[src/rtl/dp_arb_pkg.sv]
// dp_arb_pkg: shared opcodes, arbiter state encoding and micro-op struct for dp_op_arbiter.
package dp_arb_pkg;
  localparam logic [2:0] OP_NOP   = 3'd0;
  localparam logic [2:0] OP_COPY  = 3'd1;
  localparam logic [2:0] OP_LOAD1 = 3'd2;
  localparam logic [2:0] OP_LOAD2 = 3'd3;
  localparam logic [2:0] OP_ADD   = 3'd4;
  localparam logic [2:0] OP_SUB   = 3'd5;
  localparam logic [2:0] OP_MUL   = 3'd6;
  typedef enum logic [1:0] {ARB_FREE, ARB_OWN0, ARB_OWN1} arb_state_e;
  typedef struct packed {
    logic [2:0] op;
    logic [3:0] src1;
    logic [3:0] src2;
    logic [3:0] dest;
  } uop_t;
endpackage

[src/rtl/dp_arb_lock_timer.sv]
// dp_arb_lock_timer: counts idle cycles of a locked owner and pulses expire on the LOCK_MAX-th one.
module dp_arb_lock_timer #(
  parameter int LOCK_MAX = 16,
  parameter int CNT_W    = 5
) (
  input  logic clk,
  input  logic n_rst,
  input  logic active,
  input  logic owner_valid,
  input  logic accept,
  output logic expire
);
  logic [CNT_W-1:0] cnt_q, cnt_d;
  assign expire = active & ~owner_valid & (cnt_q == CNT_W'(LOCK_MAX - 1));
  // A valid-but-stalled owner holds the count rather than advancing it.
  always_comb begin
    cnt_d = (!active || accept || expire) ? '0 : owner_valid ? cnt_q : cnt_q + 1'b1;
  end
  always_ff @(posedge clk or negedge n_rst) begin
    if (!n_rst) cnt_q <= '0;
    else        cnt_q <= cnt_d;
  end
endmodule

[src/rtl/dp_op_arbiter.sv]
// dp_op_arbiter: round-robin, lockable arbiter sharing the datapath micro-op port between two sequencers.
// Define DP_ARB_HAZARD_EN to stall ops that read the register written by the op currently issued.
module dp_op_arbiter
  import dp_arb_pkg::*;
#(
  parameter int LOCK_MAX = 16,
  parameter int CNT_W    = 5
) (
  input  logic       clk,
  input  logic       n_rst,
  input  logic       req0_valid,
  input  logic [2:0] req0_op,
  input  logic [3:0] req0_src1,
  input  logic [3:0] req0_src2,
  input  logic [3:0] req0_dest,
  input  logic       req0_lock,
  output logic       req0_ready,
  input  logic       req1_valid,
  input  logic [2:0] req1_op,
  input  logic [3:0] req1_src1,
  input  logic [3:0] req1_src2,
  input  logic [3:0] req1_dest,
  input  logic       req1_lock,
  output logic       req1_ready,
  output logic [2:0] op,
  output logic [3:0] src1,
  output logic [3:0] src2,
  output logic [3:0] dest,
  input  logic       overflow,
  output logic       ovf0,
  output logic       ovf1,
  output logic       lock_err
);
  arb_state_e state_q, state_d;
  uop_t uop_q, uop_d, r0, r1;
  logic last_q, last_d, tag_q, tag_d;
  logic ovf0_q, ovf0_d, ovf1_q, ovf1_d, lock_err_q, lock_err_d;
  logic haz0, haz1, e0, e1, acc, gsel, lock_sel, active, owner_valid, expire;

  assign r0 = {req0_op, req0_src1, req0_src2, req0_dest};
  assign r1 = {req1_op, req1_src1, req1_src2, req1_dest};
  assign active = state_q != ARB_FREE;
  assign owner_valid = (state_q == ARB_OWN1) ? req1_valid : req0_valid;

`ifdef DP_ARB_HAZARD_EN
  assign haz0 = (uop_q.op != OP_NOP) && (req0_src1 == uop_q.dest || req0_src2 == uop_q.dest);
  assign haz1 = (uop_q.op != OP_NOP) && (req1_src1 == uop_q.dest || req1_src2 == uop_q.dest);
`else
  assign haz0 = 1'b0;
  assign haz1 = 1'b0;
`endif

  dp_arb_lock_timer #(.LOCK_MAX(LOCK_MAX), .CNT_W(CNT_W)) u_timer (
    .clk(clk), .n_rst(n_rst), .active(active), .owner_valid(owner_valid),
    .accept(acc), .expire(expire)
  );

  // last_q = 1 means requester 1 was granted most recently, so requester 0 wins a tie.
  always_comb begin
    e0 = req0_valid & ~haz0;
    e1 = req1_valid & ~haz1;
    req0_ready = (state_q == ARB_FREE) ? e0 & (~e1 | last_q) : (state_q == ARB_OWN0) & e0 & ~expire;
    req1_ready = (state_q == ARB_FREE) ? e1 & (~e0 | ~last_q) : (state_q == ARB_OWN1) & e1 & ~expire;
    acc = req0_ready | req1_ready;
    gsel = req1_ready;
    lock_sel = gsel ? req1_lock : req0_lock;
    uop_d = acc ? (gsel ? r1 : r0) : {OP_NOP, uop_q.src1, uop_q.src2, uop_q.dest};
    tag_d = acc ? gsel : tag_q;
    last_d = acc ? gsel : last_q;
    ovf0_d = overflow & (uop_q.op != OP_NOP) & ~tag_q;
    ovf1_d = overflow & (uop_q.op != OP_NOP) & tag_q;
    lock_err_d = lock_err_q | expire;
    state_d = expire ? ARB_FREE : !acc ? state_q : !lock_sel ? ARB_FREE : gsel ? ARB_OWN1 : ARB_OWN0;
  end

  always_ff @(posedge clk or negedge n_rst) begin
    if (!n_rst) begin
      state_q    <= ARB_FREE;
      uop_q      <= '0;
      last_q     <= 1'b1;
      tag_q      <= 1'b0;
      ovf0_q     <= 1'b0;
      ovf1_q     <= 1'b0;
      lock_err_q <= 1'b0;
    end else begin
      state_q    <= state_d;
      uop_q      <= uop_d;
      last_q     <= last_d;
      tag_q      <= tag_d;
      ovf0_q     <= ovf0_d;
      ovf1_q     <= ovf1_d;
      lock_err_q <= lock_err_d;
    end
  end

  assign op       = uop_q.op;
  assign src1     = uop_q.src1;
  assign src2     = uop_q.src2;
  assign dest     = uop_q.dest;
  assign ovf0     = ovf0_q;
  assign ovf1     = ovf1_q;
  assign lock_err = lock_err_q;
endmodule
[config.mk]
export PLATFORM = sky130hd
export DESIGN_NAME = dp_op_arbiter
export DESIGN_NICKNAME = d
export VERILOG_FILES = /design/src/rtl/dp_arb_pkg.sv /design/src/rtl/dp_arb_lock_timer.sv /design/src/rtl/dp_op_arbiter.sv
export SDC_FILE = /design/constraint.sdc
export NUM_CORES = 1
export LEC_CHECK = 0
export CAP_MARGIN = 25
export CORE_AREA = 2 2 57 59
export DETAILED_ROUTE_END_ITERATION = 8
export DIE_AREA = 0 0 59 61
export PLACE_DENSITY = 0.88
export SLEW_MARGIN = 20
export SYNTH_ARGS = -nofsm -noshare
export SYNTH_HDL_FRONTEND = slang
export SYNTH_SLANG_ARGS = --single-unit
[constraint.sdc]
create_clock -name clk -period 4.05 [get_ports clk]
set_input_delay 0.81 -clock clk [delete_from_list [all_inputs] [get_ports clk]]
set_output_delay 0.81 -clock clk [all_outputs]
set_load 0.005 [all_outputs]
==> results of run 1 <==
## path summary, 6_finish.rpt
path,from,to,slack [ns],cells after the start
max,req1_valid,req1_ready,0.92,5
min,tag_q,ovf0,0.45,1
max reg2reg,u_timer.cnt_q[0],u_timer.cnt_q[4],2.22,6
min reg2reg,tag_q,ovf0,0.45,1
max in group asynchronous,n_rst,last_q,2.92,2
min in group asynchronous,n_rst,u_timer.cnt_q[2],0.84,2
## registers in the layout, indices dropped and copies added (netlist names)
| register | flops |
|---|---|
| dest | 4 |
| op | 3 |
| src1 | 4 |
| ovf0 | 1 |
| src2 | 4 |
| lock_err | 1 |
| ovf1 | 1 |
| u_timer.cnt_q | 5 |
| state_q | 2 |
| tag_q | 1 |
| last_q | 1 |
## power by group through the flow
stage | logic (mW) | registers, mW | clock network, mW
2_1_floorplan | 0.279 | 0.450 | 0
3_3_place_gp | 0.531 | 0.446 | 0
3_5_place_dp | 0.552 | 0.451 | 0
4_1_cts | 0.554 | 0.447 | 0.119
5_1_grt | 0.602 | 0.462 | 0.132
6_report | 0.547 | 0.448 | 0.116
## placed cells by master, fill, tap and decap left out, drive strengths merged
| cell | instances |
|---|---|
| o21ai | 8 |
| o21bai | 1 |
| clkbuf | 4 |
| dfstp | 1 |
| xnor2 | 2 |
| nand2 | 20 |
| nor2 | 20 |
| or3 | 1 |
| clkdlybuf4s50 | 56 |
| a22o | 2 |
| a211oi | 1 |
| ha | 2 |
| inv | 5 |
| and3 | 1 |
| nand3b | 1 |
| a21oi | 30 |
| o31ai | 1 |
| dfrtp | 26 |
| nand2b | 2 |
| mux2i | 1 |
| buf | 2 |
| and2b | 3 |
| o21a | 1 |
| o211a | 1 |
| a22oi | 1 |
| nand3 | 1 |
## layout make-up
cell class | count | share of cell area, %
Sequential cell | 27 | 35.8
Timing Repair Buffer | 58 | 30.4
Multi-Input combinational cell | 100 | 29.1
Tap cell | 33 | 2.18
Clock buffer | 4 | 1.39
Inverter | 5 | 1.12
## logic make-up after synthesis
logic type	Yosys count	synth area share, %
AOI/OAI and AO/OA	46	21.2
xor gates and xnor gates	2	1.37
adders and majority gates	2	1.96
buffers and inverters	9	3.82
DFF	27	53.0
muxes	1	0.784
and+or+nand+nor	49	17.8
## per-layer routing
layer	part of all wire, %	track usage (%)	up-vias
met1	37	20.4	605
met5	0	0	-
met3	3.9	2.56	8
met2	57	38.6	45
li1	-	-	574
met4	2.7	7.47	0
## critical path, delay by kind of cell
kind,cells,cell delay (ns)
AO/OA/AOI/OAI,1,0.08
buffers and inverters,3,1.21
AND/OR/NAND/NOR,1,0.22
==> summary.txt, run 1 <==
Status
  – Status: finished, final reports clean

Synthesis
  – Yosys top cell area share: 51.0%
  – Dominant synthesized flop cell: dfrtp_1
  – Seq/Total Area, Yosys: between 50% and 60%
  – Synthesized area: approximately 1300 um2
  – Largest area contributor in the netlist: dfrtp_1
  – Fraction of registers with async set/reset: 100%
  – Syn nets: 175
  – Cell with the most instances after synthesis: a21oi_1
  – Mapped Cells: 136
  – Yosys reg bits: 27
  – YS warnings: 0
  – Synth cell count leaders: 30 x a21oi_1, 26 x dfrtp_1, 20 x nand2_1
  – Dominant cells by area after synthesis: dfrtp_1 51%, a21oi_1 12%, nand2_1 5.9%
  – EDFF count, synth: 0
  – Unique cell type count in the Yosys netlist: 33
  – Avg Cell Area, Syn: 9.38 um2

Route
  – ANT nets after route: 0
  – Via density per instance: 5.43
  – Initial DRC count: 38
  – Wire per inst: 14.7 um
  – Final wirelength: 3350 um
  – DRC: 0
  – Vias: 1232
  – Drt pass-1 iters: 5

STA
  – FMAX: 320 MHz
  – Final setup margin: 0.922 ns
  – Slew margin rel.: 70.8%
  – Period utilisation layout: between 70% and 80%
  – Count of pins over their slew limit: 0
  – Setup TNS Final: 0 ns
  – Worst slew pin tran: 0.437 ns
  – Fin. Hold Viols: 0
  – Clock Skew: 0.00429 ns
  – Unrepaired setup endpoints after global routing: no
  – Final setup violation count: 0
  – Fin Hold WS: around 0.45 ns
  – Tmin final: 3.13 ns

Placed design
  – Port buffer count: 56
  – DP Wirelength: 2630 um
  – Placed insts: 223
  – Placer's final routability congestion estimate: 0.743
  – Placed instance area: roughly 1900 um2
  – Pre-CTS WS: ~0.94 ns

Pwr
  – Maximum vdd drop: 0.305 mV
  – Reg power frac: around 40%
  – Leak: 0.834 nW
  – Net Sw Frac: 35.9%
  – P_int: 0.711 mW
  – Clock share of power: 10.4%
  – Psw: 0.399 mW
  – Pwr dens: around 600 nW/um2
  – Final Total Pwr: 1.11 mW
  – Comb pwr share: 49.2%

GRT
  – First-pass GRT wire length: 5220 um
  – Pin count of the biggest net entering global routing: 28
  – Vias in the first global route: 1231
  – Antenna violations before repair: 0
  – GRT Overall Usage: between 10% and 20%
  – Total grt overflow: 0

Critical path
  – CP peak stage delay: 0.53 ns
  – Critical Path RT: 3.24 ns
  – Crit-path max FO: 17
  – CP startpoint kind: input port
  – Slowest stage cell, crit path: clkdlybuf4s50_1
  – Worst EP arrival: 2.32 ns
  – CP Cell Sequence: clkdlybuf4s50_1, and2b_4, o21ai_4, inv_4, clkdlybuf4s50_1
  – Crit path capture type: output pin
  – Cell mode on critical path: clkdlybuf4s50_1
  – Critical path class: input port to output pin

Final layout
  – Fillers: approximately 240
  – Nets: 234
  – Final std cells w/o fill: between 200 and 250
  – P&R area growth vs syn: 48.2%
  – Sequential cell area: 677 um2
  – Antenna fix cells: 0
  – Multi-input logic area: roughly 550 um2
  – Proportion of layout cells with a drive suffix above 1: slightly above 6%
  – Core Util, Final: 64.1%
  – Final instance area: 1890 um2

Clock tree
  – CTS root buffer: clkbuf_4
  – Setup Fix Bufs, Post-CTS: 0
  – Worst-skew pair later-pin latency: 0.32 ns
  – CTS tree: done
  – Clk buf depth: 2
  – Cts bufs inserted: 3
  – Hold-fix buffers, CTS: 0
  – H-tree levels: 1
  – Cts repair resizes: 0
  – Reg clk slew, reported paths: roughly 0.14 ns
  – Clock sinks: 27

Floorplan
  – Num ports: 57
  – Die width: 59 um
  – Total die area: 3600 um2
  – Site Rows: 20
  – Initial Util: 43.2%
  – Core area: 2950 um2
  – Vert. Die Dim: 61 um

Job
  – Max_cap viols: 0

Worst hold path
  – Worst hold path class: flop to flop
(Power assumes the default switching activity.)
==> run 2: changes to the inputs <==
--- a/config.mk
+++ b/config.mk
@@ -6,10 +6,10 @@
 export NUM_CORES = 1
 export LEC_CHECK = 0
 export CAP_MARGIN = 25
-export CORE_AREA = 2 2 57 59
+export CORE_AREA = 2 2 62 64
 export DETAILED_ROUTE_END_ITERATION = 8
-export DIE_AREA = 0 0 59 61
-export PLACE_DENSITY = 0.88
+export DIE_AREA = 0 0 64 66
+export PLACE_DENSITY = 0.8
 export SLEW_MARGIN = 20
 export SYNTH_ARGS = -nofsm -noshare
 export SYNTH_HDL_FRONTEND = slang
==> constraint.sdc (replaced) <==
create_clock -name clk -period 2.6 [get_ports clk]
set_input_delay 0.52 -clock clk [delete_from_list [all_inputs] [get_ports clk]]
set_output_delay 0.52 -clock clk [all_outputs]
set_load 0.005 [all_outputs]
==> run 2 against run 1 <==
  * Die area increased by 17%
  * Via count fell by 7.1%
  * First-iteration DRC count rose by 120%
  * Register-to-register slack lost 1.4 ns
  * Clock power rose by 57%
  * Critical path type unchanged
==> summary.txt, run 2 (synthesized netlist as in run 1, its figures left out) <==
GRT
  – Vias in the first global route: 1125 (was 1231)
  – Met2 Use GR: 25.4% (was 38.6%)
  – Antenna violations before repair: 0 (unchanged)
  – Pin count of the biggest net entering global routing: 28 (unchanged)
  – GR peak layer: met2 (unchanged)
  – Met3 usage: 2.21% (was 2.56%)
  – GRT Overall Usage: 15.3% (was 19.4%)
  – First-pass GRT wire length: 5020 um (was 5220 um)
  – Met1 Use GR: 20.4% (about the same)
  – Total grt overflow: 0 (unchanged)

Clock tree
  – CTS root buffer: clkbuf_4 (unchanged)
  – Worst-skew pair later-pin latency: 0.32 ns (about the same)
  – H-tree levels: 1 (unchanged)
  – Setup Fix Bufs, Post-CTS: 0 (unchanged)
  – Cts repair resizes: 0 (unchanged)
  – Clock sinks: 27 (unchanged)
  – Reg clk slew, reported paths: 0.14 ns (about the same)
  – CTS tree: done (unchanged)
  – Clk buf depth: 2 (unchanged)
  – Cts bufs inserted: 3 (unchanged)
  – Hold-fix buffers, CTS: 0 (unchanged)

Final layout
  – Antenna fix cells: 0 (unchanged)
  – Largest Register: u_timer.cnt_q (unchanged)
  – Top library cells by usage in the layout, fill and taps aside: 56 x clkdlybuf4s50_1, 30 x a21oi_1, 26 x dfrtp_1 (unchanged)
  – Core Util, Final: 54.1% (was 64.1%)
  – Nets: 235 (was 234)
  – Final instance area: 1920 um2 (was 1890 um2)
  – P&R area growth vs syn: 50.6% (was 48.2%)
  – Proportion of layout cells with a drive suffix above 1: 7.18% (was 6.19%)
  – Final std cells w/o fill: 243 (was 227)
  – Most common cell after layout, fill and taps aside: clkdlybuf4s50_1 (unchanged)
  – Largest register FFs: 5 (unchanged)

Placed design
  – Pre-CTS WS: 0.105 ns (was 0.938 ns)
  – Placed insts: 239 (was 223)
  – Port buffer count: 56 (unchanged)
  – DP Wirelength: 2170 um (was 2630 um)
  – Placer's final routability congestion estimate: 0.738 (was 0.743)
  – Placed instance area: 1890 um2 (was 1870 um2)

Floorplan
  – Initial Util: 35.9% (was 43.2%)
  – Core area: 3550 um2 (was 2950 um2)
  – Vert. Die Dim: 66 um (was 61 um)
  – Total die area: 4220 um2 (was 3600 um2)
  – Num ports: 57 (unchanged)
  – Site Rows: 22 (was 20)
  – Die width: 64 um (was 59 um)

Pwr
  – Pwr dens: 898 nW/um2 (was 587 nW/um2)
  – Maximum vdd drop: 0.399 mV (was 0.305 mV)
  – Final Total Pwr: 1.72 mW (was 1.11 mW)
  – Leak: 0.838 nW (was 0.834 nW)

Job
  – Max_cap viols: 0 (unchanged)

Route
  – Drt pass-1 iters: 4 (was 5)
  – Via density per instance: 4.71 (was 5.43)
  – ANT nets after route: 0 (unchanged)
  – Wire per inst: 12.4 um (was 14.7 um)
  – DRC: 0 (unchanged)
  – Initial DRC count: 84 (was 38)
  – Final wirelength: 3010 um (was 3350 um)
  – Vias: 1145 (was 1232)

STA
  – Final setup violation count: 0 (unchanged)
  – Fin. Hold Viols: 0 (unchanged)
  – Setup TNS Final: 0 ns (unchanged)
  – Unrepaired setup endpoints after global routing: no (unchanged)
  – Fin Hold WS: 0.435 ns (was 0.453 ns)
  – Final setup margin: 0.112 ns (was 0.922 ns)
  – Count of pins over their slew limit: 0 (unchanged)
  – Period utilisation layout: 95.7%
  – Clock Skew: 0.00631 ns (was 0.00429 ns)
  – Tmin final: 2.49 ns
  – Worst slew pin tran: 0.496 ns (was 0.437 ns)
  – Slew margin rel.: 66.9% (was 70.8%)
  – FMAX: 402 MHz

Critical path
  – Critical Path RT: 2.08 ns (was 3.24 ns)
  – Crit path capture type: output pin (unchanged)
  – Worst EP arrival: 1.97 ns (was 2.32 ns)
  – Crit-path max FO: 4 (was 17)
  – Critical path class: input port to output pin (unchanged)
  – CP startpoint kind: input port (unchanged)

Status
  – Status: finished, final reports clean (unchanged)

Worst hold path
  – Worst hold path class: flop to flop (unchanged)
## run 2: cell types whose count changed in the layout (fill, tap and decap cells not counted)
cell        delta
clkinvlp_4     +1
buf_4          +1
clkbuf_1       -1
## run 2: layout make-up
class	instances	area [um2]
well taps	48	60.1
clock buffers	3	22.5
multi-input cells	100	551
inverters	5	21.3
repair buffers	59	583
fillers	330	1630
clock inverters	1	7.51
flip-flops and latches	27	677
## run 2: power breakdown
group	leakage, nW	internal [mW]	switching, mW
Sequential	0.328	0.590	0.104
Combinational	0.496	0.464	0.386
Clock	0.0139	0.0586	0.123
## run 2: path summary, 6_finish.rpt
check / start / end / slack, ns / depth (start not counted)
worst max-delay path: req1_valid / req0_ready / 0.11 / 4
worst min-delay path: tag_q / ovf0 / 0.44 / 1
worst max register to register: u_timer.cnt_q[0] / u_timer.cnt_q[4] / 0.87 / 6
worst min register to register: tag_q / ovf0 / 0.44 / 1
max in group asynchronous: n_rst / last_q / 1.75 / 2
min in group asynchronous: n_rst / dest[2] / 0.55 / 2
## run 2: critical path: stages
cell and delay [ns]:
clkdlybuf4s50_1 0.46, and2b_4 0.22, a21oi_1 0.22, clkdlybuf4s50_1 0.54
## run 2: per-layer routing
metal / wire length, um / up-vias
met4: 27 / 0
met2: 1400 / 35
met5: 0 / -
met3: 177 / 2
met1: 1400 / 528
li1: - / 580
==> run 3: changes to the inputs <==
--- a/config.mk
+++ b/config.mk
@@ -5,11 +5,13 @@
 export SDC_FILE = /design/constraint.sdc
 export NUM_CORES = 1
 export LEC_CHECK = 0
+export ABC_CLOCK_PERIOD_IN_PS = 2600
 export CAP_MARGIN = 25
-export CORE_AREA = 2 2 62 64
+export CORE_AREA = 2 2 64 66
 export DETAILED_ROUTE_END_ITERATION = 8
-export DIE_AREA = 0 0 64 66
-export PLACE_DENSITY = 0.8
+export DIE_AREA = 0 0 66 68
+export PLACE_DENSITY = 0.76
+export REMOVE_ABC_BUFFERS = 1
 export SLEW_MARGIN = 20
 export SYNTH_ARGS = -nofsm -noshare
 export SYNTH_HDL_FRONTEND = slang
==> run 3 against run 2 <==
  * Sequential power about the same
  * Via count increased by 0.52%
  * Core utilization decreased by 3.6 points
  * Global-route usage decreased by 0.88 points
  * Maximum frequency increased by 1.6%
  * Wire length increased by 0.67%
==> summary.txt, run 3 (synthesized netlist as in run 1, its figures left out) <==
Pwr
  – Clock share of power: 12.8% (was 10.5%)
  – P_int: 1.17 mW (was 1.11 mW)
  – Leak: 0.852 nW (was 0.838 nW)
  – Comb pwr share: 48.2% (was 49.2%)
  – Reg power frac: 39.0% (was 40.2%)
  – Psw: 0.611 mW (was 0.613 mW)
  – Net Sw Frac: 34.3% (was 35.5%)
  – Final Total Pwr: 1.78 mW (was 1.72 mW)
  – Pwr dens: 915 nW/um2 (was 898 nW/um2)
  – Maximum vdd drop: 0.402 mV (was 0.399 mV)

Critical path
  – CP Cell Sequence: clkdlybuf4s50_1, and2b_4, a21oi_1, clkdlybuf4s50_1 (unchanged)
  – Worst EP arrival: 1.93 ns (was 1.97 ns)
  – Critical Path RT: 2.08 ns (about the same)
  – Crit-path max FO: 4 (unchanged)
  – Critical path's top delay family: buffers and inverters (unchanged)
  – CP startpoint kind: input port (unchanged)
  – Slowest stage cell, crit path: clkdlybuf4s50_1 (unchanged)
  – Cell mode on critical path: clkdlybuf4s50_1 (unchanged)
  – CP peak stage delay: 0.53 ns (was 0.54 ns)
  – Critical path class: input port to output pin (unchanged)
  – Crit path capture type: output pin (unchanged)
  – WP buf/inv: 2 (unchanged)

Clock tree
  – Reg clk slew, reported paths: 0.09 ns (was 0.14 ns)
  – Clk buf depth: 2 (unchanged)
  – Cts bufs inserted: 3 (unchanged)
  – Hold-fix buffers, CTS: 0 (unchanged)
  – Setup Fix Bufs, Post-CTS: 0 (unchanged)
  – Cts repair resizes: 0 (unchanged)
  – CTS tree: done (unchanged)
  – CTS root buffer: clkbuf_8 (was clkbuf_4)
  – H-tree levels: 1 (unchanged)
  – Clock sinks: 27 (unchanged)
  – Worst-skew pair later-pin latency: 0.26 ns (was 0.32 ns)

STA
  – Final setup violation count: 0 (unchanged)
  – Tmin final: 2.45 ns (was 2.49 ns)
  – Unrepaired setup endpoints after global routing: no (unchanged)
  – Setup TNS Final: 0 ns (unchanged)
  – FMAX: 409 MHz (was 402 MHz)
  – Fin. Hold Viols: 0 (unchanged)
  – Period utilisation layout: 94.1% (was 95.7%)
  – Count of pins over their slew limit: 0 (unchanged)
  – Worst slew pin tran: 0.451 ns (was 0.496 ns)
  – Slew margin rel.: 70.0% (was 66.9%)
  – Clock Skew: 0.00329 ns (was 0.00631 ns)

Placed design
  – Placed insts: 242 (was 239)
  – DP Wirelength: 2300 um (was 2170 um)
  – Port buffer count: 56 (unchanged)
  – Placer's final routability congestion estimate: 0.690 (was 0.738)

Route
  – Final wirelength: 3030 um (was 3010 um)
  – Via density per instance: 4.68 (was 4.71)
  – ANT nets after route: 0 (unchanged)
  – DRC: 0 (unchanged)
  – Initial DRC count: 61 (was 84)
  – Vias: 1151 (was 1145)
  – Wire per inst: 12.3 um (was 12.4 um)
  – Drt pass-1 iters: 4 (unchanged)

Final layout
  – Largest Register: u_timer.cnt_q (unchanged)
  – Multi-input logic area: 551 um2 (unchanged)
  – Fillers: 384 (was 330)
  – Proportion of layout cells with a drive suffix above 1: 7.14% (was 7.18%)
  – Largest register FFs: 5 (unchanged)
  – Top library cells by usage in the layout, fill and taps aside: 56 x clkdlybuf4s50_1, 30 x a21oi_1, 26 x dfrtp_1 (unchanged)
  – Nets: 236 (was 235)
  – Most common cell after layout, fill and taps aside: clkdlybuf4s50_1 (unchanged)
  – Antenna fix cells: 0 (unchanged)
  – Sequential cell area: 677 um2 (unchanged)
  – P&R area growth vs syn: 52.5% (was 50.6%)
  – Final std cells w/o fill: 246 (was 243)

Worst hold path
  – Worst hold path class: flop to flop (unchanged)

Floorplan
  – Site Rows: 23 (was 22)
  – Die width: 66 um (was 64 um)
  – Vert. Die Dim: 68 um (was 66 um)
  – Total die area: 4490 um2 (was 4220 um2)
  – Core area: 3860 um2 (was 3550 um2)
  – Initial Util: 33.1% (was 35.9%)
  – Num ports: 57 (unchanged)

GRT
  – Antenna violations before repair: 0 (unchanged)
  – Pin count of the biggest net entering global routing: 28 (unchanged)
  – Total grt overflow: 0 (unchanged)
  – GRT Overall Usage: 14.5% (was 15.3%)
  – Vias in the first global route: 1083 (was 1125)
  – First-pass GRT wire length: 4930 um (was 5020 um)

Status
  – Status: finished, final reports clean (unchanged)

Job
  – Max_cap viols: 0 (unchanged)
==> run 3: cell count changes in the layout (fill, tap and decap cells not counted) <==
cell and delta:
buf_4 +1, clkbuf_4 -3, clkbuf_1 +1, clkbuf_8 +3, clkinvlp_4 -1
==> run 3: cell type report <==
type	count	area share (%)
Clock buffer	4	2.31
Timing Repair Buffer	60	30.3
Tap cell	50	3.21
Multi-Input combinational cell	100	28.3
Sequential cell	27	34.8
Inverter	5	1.09
==> run 3: path summary, 6_finish.rpt <==
path	start	to	slack [ns]	cells past startpoint
max	req1_valid	req0_ready	0.15	4
min	tag_q	ovf0	0.43	1
max reg2reg	u_timer.cnt_q[0]	u_timer.cnt_q[4]	0.85	6
min reg2reg	tag_q	ovf0	0.43	1
max in group asynchronous	n_rst	last_q	1.69	2
min in group asynchronous	n_rst	state_q[0]	0.62	2
==> run 3: power by group through the flow <==
stage	Combinational, mW	Sequential, mW	Clock, mW
5_1_grt	0.951	0.718	0.257
4_1_cts	0.875	0.696	0.237
3_3_place_gp	0.859	0.696	0
6_report	0.858	0.695	0.229
3_5_place_dp	0.870	0.705	0
2_1_floorplan	0.407	0.701	0
==> run 3: stage by stage <==
step | instance area, um2 | hold WS (ns) | util, % | worst slack, ns
floorplan | 1250 | 0.224 | - | 1.04
global placement | 1900 | 0.411 | 49.3 | 0.140
finish | 1950 | 0.427 | 50.5 | 0.152
CTS | 1950 | 0.436 | 50.5 | 0.148
detailed placement | 1900 | 0.425 | 49.3 | 0.149
global route | 1950 | 0.443 | 50.5 | 0.0929
==> run 3: metal layers <==
layer	up-vias	global-route usage [%]	wire, um
met5	-	0	0
met4	0	3.06	13
met3	2	4.28	161
met2	28	26.9	1570
met1	542	16.5	1280
li1	579	-	-
